`src/rtl/core_seq_ctrl.sv`:
```
// Instruction sequencer for the systolic conv core: per-kij weight/activation/execute/drain, then
// per-onij pmem accumulation. Define CORE_SEQ_STALL_CNT_EN to add the DRAIN stall counter output.
module core_seq_ctrl #(
    parameter int  ROW       = 8,
    parameter int  COL       = 8,
    parameter int  IN_W      = 6,
    parameter int  K_W       = 3,
    parameter int  ADDR_W    = 11,
    parameter int  W_BASE    = 1024,
    localparam int LEN_NIJ   = IN_W * IN_W,
    localparam int LEN_KIJ   = K_W * K_W,
    localparam int OUT_W     = IN_W - K_W + 1,
    localparam int LEN_ONIJ  = OUT_W * OUT_W,
    localparam int ONIJ_W    = (LEN_ONIJ > 1) ? $clog2(LEN_ONIJ) : 1,
    localparam int KIJ_W     = (LEN_KIJ > 1) ? $clog2(LEN_KIJ) : 1
) (
    input  logic              clk,
    input  logic              reset,
    input  logic              start,
    input  logic              mode_in,
    input  logic              ofifo_valid,
    output logic [34:0]       inst,
    output logic              core_rst,
    output logic              busy,
    output logic              done,
    output logic              out_valid,
    output logic [ONIJ_W-1:0] onij_idx,
    output logic [KIJ_W-1:0]  kij_idx
`ifdef CORE_SEQ_STALL_CNT_EN
    ,
    output logic [31:0]       stall_cnt
`endif
);

    localparam int          EXEC_LAST = LEN_NIJ + ROW + COL;
    localparam int          CNT_W     = $clog2(EXEC_LAST + 1);
    localparam int          OR_W      = (OUT_W > 1) ? $clog2(OUT_W) : 1;
    localparam int          KR_W      = (K_W > 1) ? $clog2(K_W) : 1;
    localparam logic [34:0] INST_RST  = 35'h1_800C_0000;

    typedef enum logic [3:0] {
        S_IDLE,
        S_KCLR,
        S_WL0,
        S_WLD,
        S_AL0,
        S_EXEC,
        S_DRAIN,
        S_ACLR,
        S_ARD,
        S_AOUT,
        S_DONE
    } state_t;

    state_t              r_state;
    state_t              w_state_next;
    logic [CNT_W-1:0]    r_cnt,  w_cnt_next;
    logic [KIJ_W-1:0]    r_kij,  w_kij_next;
    logic [ONIJ_W-1:0]   r_onij, w_onij_next;
    logic [OR_W-1:0]     r_orow, w_orow_next;
    logic [OR_W-1:0]     r_ocol, w_ocol_next;
    logic [KR_W-1:0]     r_krow, w_krow_next;
    logic [KR_W-1:0]     r_kcol, w_kcol_next;
    logic                r_mode, w_mode_next;

    logic                w_core_rst;
    logic                w_out_valid;
    logic                w_done;
    logic                w_busy;
    logic                w_acc;
    logic                w_cen_p;
    logic                w_wen_p;
    logic [ADDR_W-1:0]   w_a_p;
    logic                w_cen_x;
    logic [ADDR_W-1:0]   w_a_x;
    logic                w_ofifo_rd;
    logic                w_l0_rd;
    logic                w_l0_wr;
    logic                w_exec;
    logic                w_load;
    logic [34:0]         w_inst;

    logic [ADDR_W-1:0]   w_wgt_addr;
    logic [ADDR_W-1:0]   w_drain_addr;
    logic [ADDR_W-1:0]   w_acc_addr;

    assign w_wgt_addr   = ADDR_W'(W_BASE) + ADDR_W'(r_kij) * ADDR_W'(COL) + ADDR_W'(r_cnt);
    assign w_drain_addr = ADDR_W'(r_kij) * ADDR_W'(LEN_NIJ) + ADDR_W'(r_cnt);
    // In ARD the cycle counter doubles as the kernel index k; row/col of o and k are tracked incrementally.
    assign w_acc_addr   = ADDR_W'(r_cnt) * ADDR_W'(LEN_NIJ)
                        + (ADDR_W'(r_orow) + ADDR_W'(r_krow)) * ADDR_W'(IN_W)
                        + ADDR_W'(r_ocol) + ADDR_W'(r_kcol);

    assign w_busy = (r_state != S_IDLE) && (r_state != S_DONE);

    assign w_inst = {r_mode, w_acc, w_cen_p, w_wen_p, w_a_p,
                     w_cen_x, 1'b1, w_a_x,
                     w_ofifo_rd, 2'b00, w_l0_rd, w_l0_wr, w_exec, w_load};

    always_ff @(posedge clk) begin
        if (reset) begin
            r_state   <= S_IDLE;
            r_cnt     <= '0;
            r_kij     <= '0;
            r_onij    <= '0;
            r_orow    <= '0;
            r_ocol    <= '0;
            r_krow    <= '0;
            r_kcol    <= '0;
            r_mode    <= 1'b0;
            inst      <= INST_RST;
            core_rst  <= 1'b0;
            busy      <= 1'b0;
            done      <= 1'b0;
            out_valid <= 1'b0;
            onij_idx  <= '0;
            kij_idx   <= '0;
        end else begin
            r_state   <= w_state_next;
            r_cnt     <= w_cnt_next;
            r_kij     <= w_kij_next;
            r_onij    <= w_onij_next;
            r_orow    <= w_orow_next;
            r_ocol    <= w_ocol_next;
            r_krow    <= w_krow_next;
            r_kcol    <= w_kcol_next;
            r_mode    <= w_mode_next;
            inst      <= w_inst;
            core_rst  <= w_core_rst;
            busy      <= w_busy;
            done      <= w_done;
            out_valid <= w_out_valid;
            onij_idx  <= r_onij;
            kij_idx   <= r_kij;
        end
    end

    always_comb begin
        w_state_next = r_state;
        w_cnt_next   = r_cnt;
        w_kij_next   = r_kij;
        w_onij_next  = r_onij;
        w_orow_next  = r_orow;
        w_ocol_next  = r_ocol;
        w_krow_next  = r_krow;
        w_kcol_next  = r_kcol;
        w_mode_next  = r_mode;
        w_core_rst   = 1'b0;
        w_out_valid  = 1'b0;
        w_done       = 1'b0;
        w_acc        = 1'b0;
        w_cen_p      = 1'b1;
        w_wen_p      = 1'b1;
        w_a_p        = '0;
        w_cen_x      = 1'b1;
        w_a_x        = '0;
        w_ofifo_rd   = 1'b0;
        w_l0_rd      = 1'b0;
        w_l0_wr      = 1'b0;
        w_exec       = 1'b0;
        w_load       = 1'b0;

        case (r_state)
            S_IDLE: begin
                if (start) begin
                    w_state_next = S_KCLR;
                    w_mode_next  = mode_in;
                    w_kij_next   = '0;
                    w_cnt_next   = '0;
                end
            end
            S_KCLR: begin
                w_core_rst   = 1'b1;
                w_cnt_next   = '0;
                w_state_next = S_WL0;
            end
            S_WL0: begin
                w_cen_x = 1'b0;
                w_l0_wr = 1'b1;
                w_a_x   = w_wgt_addr;
                if (r_cnt == CNT_W'(COL - 1)) begin
                    w_cnt_next   = '0;
                    w_state_next = S_WLD;
                end else begin
                    w_cnt_next = r_cnt + 1'b1;
                end
            end
            S_WLD: begin
                w_l0_rd = 1'b1;
                w_load  = (r_cnt != '0);
                if (r_cnt == CNT_W'(COL)) begin
                    w_cnt_next   = '0;
                    w_state_next = S_AL0;
                end else begin
                    w_cnt_next = r_cnt + 1'b1;
                end
            end
            S_AL0: begin
                w_cen_x = 1'b0;
                w_l0_wr = 1'b1;
                w_a_x   = ADDR_W'(r_cnt);
                if (r_cnt == CNT_W'(LEN_NIJ - 1)) begin
                    w_cnt_next   = '0;
                    w_state_next = S_EXEC;
                end else begin
                    w_cnt_next = r_cnt + 1'b1;
                end
            end
            S_EXEC: begin
                w_l0_rd = 1'b1;
                w_exec  = (r_cnt != '0);
                if (r_cnt == CNT_W'(EXEC_LAST)) begin
                    w_cnt_next   = '0;
                    w_state_next = S_DRAIN;
                end else begin
                    w_cnt_next = r_cnt + 1'b1;
                end
            end
            S_DRAIN: begin
                // r_cnt counts completed beats; a cycle without ofifo_valid is a pure stall.
                if (ofifo_valid) begin
                    w_ofifo_rd = 1'b1;
                    w_cen_p    = 1'b0;
                    w_wen_p    = 1'b0;
                    w_a_p      = w_drain_addr;
                    if (r_cnt == CNT_W'(LEN_NIJ - 1)) begin
                        w_cnt_next = '0;
                        if (r_kij == KIJ_W'(LEN_KIJ - 1)) begin
                            w_onij_next  = '0;
                            w_orow_next  = '0;
                            w_ocol_next  = '0;
                            w_state_next = S_ACLR;
                        end else begin
                            w_kij_next   = r_kij + 1'b1;
                            w_state_next = S_KCLR;
                        end
                    end else begin
                        w_cnt_next = r_cnt + 1'b1;
                    end
                end
            end
            S_ACLR: begin
                w_core_rst   = 1'b1;
                w_cnt_next   = '0;
                w_krow_next  = '0;
                w_kcol_next  = '0;
                w_state_next = S_ARD;
            end
            S_ARD: begin
                if (r_cnt != CNT_W'(LEN_KIJ)) begin
                    w_cen_p = 1'b0;
                    w_a_p   = w_acc_addr;
                end
                w_acc = (r_cnt != '0);
                if (r_cnt == CNT_W'(LEN_KIJ)) begin
                    w_cnt_next   = '0;
                    w_state_next = S_AOUT;
                end else begin
                    w_cnt_next = r_cnt + 1'b1;
                    if (r_cnt < CNT_W'(LEN_KIJ - 1)) begin
                        if (r_kcol == KR_W'(K_W - 1)) begin
                            w_kcol_next = '0;
                            w_krow_next = r_krow + 1'b1;
                        end else begin
                            w_kcol_next = r_kcol + 1'b1;
                        end
                    end
                end
            end
            S_AOUT: begin
                w_out_valid = 1'b1;
                if (r_onij == ONIJ_W'(LEN_ONIJ - 1)) begin
                    w_state_next = S_DONE;
                end else begin
                    w_onij_next  = r_onij + 1'b1;
                    w_state_next = S_ACLR;
                    if (r_ocol == OR_W'(OUT_W - 1)) begin
                        w_ocol_next = '0;
                        w_orow_next = r_orow + 1'b1;
                    end else begin
                        w_ocol_next = r_ocol + 1'b1;
                    end
                end
            end
            S_DONE: begin
                w_done       = 1'b1;
                w_state_next = S_IDLE;
            end
            default: begin
                w_state_next = S_IDLE;
            end
        endcase
    end

`ifdef CORE_SEQ_STALL_CNT_EN
    logic [31:0] r_stall_cnt;

    always_ff @(posedge clk) begin
        if (reset) begin
            r_stall_cnt <= '0;
        end else if (r_state == S_IDLE && start) begin
            r_stall_cnt <= '0;
        end else if (r_state == S_DRAIN && !ofifo_valid && r_stall_cnt != 32'hFFFF_FFFF) begin
            r_stall_cnt <= r_stall_cnt + 32'd1;
        end
    end

    assign stall_cnt = r_stall_cnt;
`endif

endmodule
```
`config.mk`:
```
export PLATFORM = sky130hd
export DESIGN_NAME = core_seq_ctrl
export DESIGN_NICKNAME = d
export VERILOG_FILES = /design/src/rtl/core_seq_ctrl.sv
export SDC_FILE = /design/constraint.sdc
export NUM_CORES = 1
export LEC_CHECK = 0
export CAP_MARGIN = 20
export CORE_ASPECT_RATIO = 0.6
export CORE_MARGIN = 3
export CORE_UTILIZATION = 50
export DETAILED_ROUTE_END_ITERATION = 7
export PLACE_DENSITY = 0.72
export REMOVE_ABC_BUFFERS = 1
export SLEW_MARGIN = 20
export SYNTH_ARGS = -nofsm -noshare
export SYNTH_HDL_FRONTEND = slang
export SYNTH_SLANG_ARGS = --single-unit
```
`constraint.sdc`:
```
create_clock -name clk -period 4.2 [get_ports clk]
set_input_delay 0.63 -clock clk [delete_from_list [all_inputs] [get_ports clk]]
set_output_delay 0.63 -clock clk [all_outputs]
set_load 0.005 [all_outputs]
```
==> results.md <==
- RSZ-0062 raised after global routing: false
- Multi-input gate area: 2384 µm²
- Hpwl dp: 6544 µm
- Worst endpoint required time: 4.41 ns
- Synth area leaders: dfxtp_1 (35%), ha_1 (12%), nor2_1 (5.8%)
- Core Area: ~7500 µm²
- Drt total wl: 9040 µm
- Normalized max-slew margin: 0.4629
- Fillers: 619
- Commonest cells after routing, fill and taps aside: dfxtp_1 (69), nor2_1 (61), clkdlybuf4s50_1 (46), ha_1 (38), nand2_1 (27)
- Diode count: 0
- Cells along the critical path: ha_1, inv_1, fa_1, inv_1, ha_1, fa_1, ha_1, ha_1, nor2b_1, o31ai_1, a211oi_1, xnor2_1, nor2_1, or3_1
- Synth unique cells: 60
- Clock Skews: 0.004443 ns
- Static Leakage: 0.001992 µW
- MaxCap Viol Count: 0
- Vias: 3377
- Share of cells above drive strength 1: 0.05253
- Area Growth Syn to Fin: 19.22%
- Register bit total from synthesis: 69
- Startpoint Class: flip-flop
- Die Wd: 121.0 µm
- DRT iter0 DRCs: 274
- Minimum clock period: 3.931 ns
- PostCTS Resize Cnt: 0
- FP Rows: 24
- Die Y: approximately 75 µm
- Post-Syn Instances: 451
- Most common cell after layout, fill and taps aside: dfxtp_1
- Post-DR wirelength/cell: 15.09 µm
- Top Ports: between 50 and 60
- CTS buffer count: 9
- First-pass GRT wire length: roughly 15000 µm
- All-Layer GR Usage: 0.2113
- Max H-tree Level: 3
- Port Buffers: 46
- CTS max path bufs: 2
- Critical path class: reg -> reg
- Fraction of the yosys area taken by sequential cells: 0.3484
- Root buf cell: clkbuf_16
- Peak VDD IR: 0.0001980 V
- Yosys warns: 0
- Die area: 9070 µm²
- Initial antenna violation count: 0
- Post-Syn Area: between 3000 and 4000 µm²
- Largest net degree at the start of global routing: between 50 and 60
- Critical path data arrival time: ~4.1 ns
- Vias in the first global route: 3041
- Design area: 4727 µm²
- Fin. Hold Viols: 0
- Outcome: finished, final reports clean
- CTS tree: done
- Hold Path Class: reg -> reg
- Vias/cell: 5.638
- Grt total ovfl: 0
- FF-to-FF Start: r_orow[0]
- Syn_area_per_cell: 8.792 µm²
- # setup viols final: 0
- Yosys top cell area share: 0.3484
- Slew @ Worst Pin: 0.8008 ns
- DR DRC count: 0
- Pwr Density: between 300 and 400 nW/µm²
- Launch point of the worst path: r_orow[0]
- Pwr Total: 1770 µW
- FMAX: 254.4 MHz
- Setup Fix Bufs, Post-CTS: 0
- Crit. End Element: flip-flop
- TNS Setup: 0 ns
- Slowest-stage cell, CP: fa_1
- Final slew viol count: 0
- Placer's final routability congestion estimate: 0.8498
- Prevailing post-synth register cell: dfxtp_1
- Clock-pin slew on the worst setup and hold paths: 0.05 ns
- Worst skew pair latency: 0.33 ns
- Max incr delay on CP: 0.51 ns
- # nets final: 540
- Storage element area: 1381 µm²
- ANT nets after route: 0
- Post-synth EDFFs: 0
- HP Start: r_mode
- Critical Path Most Common Cell: ha_1
- Tcrit/Tclk final: 0.9360
- Clock sinks: 69
- Drt pass-1 iters: 6
- Initial Util: 0.5303
- Hold buffers post-CTS: 0
- CP max FO: 4
- Yosys top cell by area: dfxtp_1
- Ys async rst share: 0
- Placement Cell Area: 4449 µm²
==> cell usage after synthesis (5+ instances only) <==
cell type	number
dfxtp_1	69
nor2_1	61
ha_1	38
nand2_1	27
a21oi_1	24
inv_1	23
nor2b_1	17
o21ai_0	14
nand3_1	13
nor3_1	12
xnor2_1	11
xor2_1	10
a211oi_1	9
a22oi_1	9
buf_4	9
a21o_1	7
fa_1	7
clkbuf_1	6
a311oi_1	5
and3_1	5
o22ai_1	5
==> routing by layer <==
| layer | up-vias | track usage | routed length (µm) |
|---|---|---|---|
| li1 | 1654 | - | - |
| met1 | 1597 | 0.2977 | 4516 |
| met5 | - | 0 | 0 |
| met2 | 117 | 0.3161 | 3821 |
| met3 | 9 | 0.06306 | 614 |
| met4 | 0 | 0.06281 | 87 |
==> kinds of logic (layout without fill, tap and decap cells) <==
| family | after synthesis | count (layout) | share of synthesized area |
|---|---|---|---|
| AOI/OAI and AO/OA | 91 | 91 | 0.1600 |
| xor gates and xnor gates | 21 | 21 | 0.04639 |
| adders and majority gates | 45 | 45 | 0.1553 |
| buffers and inverters | 46 | 87 | 0.05522 |
| DFF | 69 | 69 | 0.3484 |
| muxes | 4 | 4 | 0.01010 |
| other | 2 | 5 | 0.001894 |
| and+or+nand+nor | 173 | 173 | 0.2228 |
==> state kept, by name, indices dropped and copies added (netlist names), 2 cells and up <==
name / cells
r_kij: 4
r_krow: 2
inst: 30
r_cnt: 6
r_orow: 2
kij_idx: 4
r_onij: 4
onij_idx: 4
r_ocol: 2
r_state: 4
r_kcol: 2
==> layout make-up <==
class | instances | share of cell area
inverters | 23 | 0.01826
repair buffers | 48 | 0.1006
clock buffers | 12 | 0.05214
well taps | 104 | 0.02753
clock inverters | 4 | 0.005029
multi-input cells | 339 | 0.5042
flip-flops and latches | 69 | 0.2922
==> power by group <==
| part | switching, µW | internal, µW | leakage (µW) |
|---|---|---|---|
| clock network | 260 | 413 | 0.000136 |
| logic | 188 | 151 | 0.00130 |
| registers | 69.9 | 688 | 0.000557 |
| total | 518 | 1250 | 0.00199 |
==> path summary, 6_finish.rpt <==
check	to	slack [ns]	depth (start not counted)
max	inst[29]	0.27	14
min	r_mode	0.45	2
max reg2reg	inst[29]	0.27	14
min reg2reg	r_mode	0.45	2
==> worst max-delay path, delay by kind of cell, from the launching register on <==
family / cells / cell delay (ns)
flops: 1 / 0.39
buf+inv: 2 / 0.15
compound gates: 2 / 0.56
simple gates: 3 / 0.56
fa+ha+maj: 6 / 1.99
xor+xnor: 1 / 0.16
==> metrics by stage <==
step                      cells  worst slack, ns  hold slack, ns  utilization
after global routing        599          0.05095          0.4786       0.6322
after detailed placement    583           0.3227          0.4492       0.5950
final                       599           0.2687          0.4510       0.6322
after floorplan             431           0.6084          0.4257            -
after global placement      583           0.4392          0.4424       0.5950
after CTS                   599           0.2928          0.4566       0.6312
(Power assumes the default switching activity.)
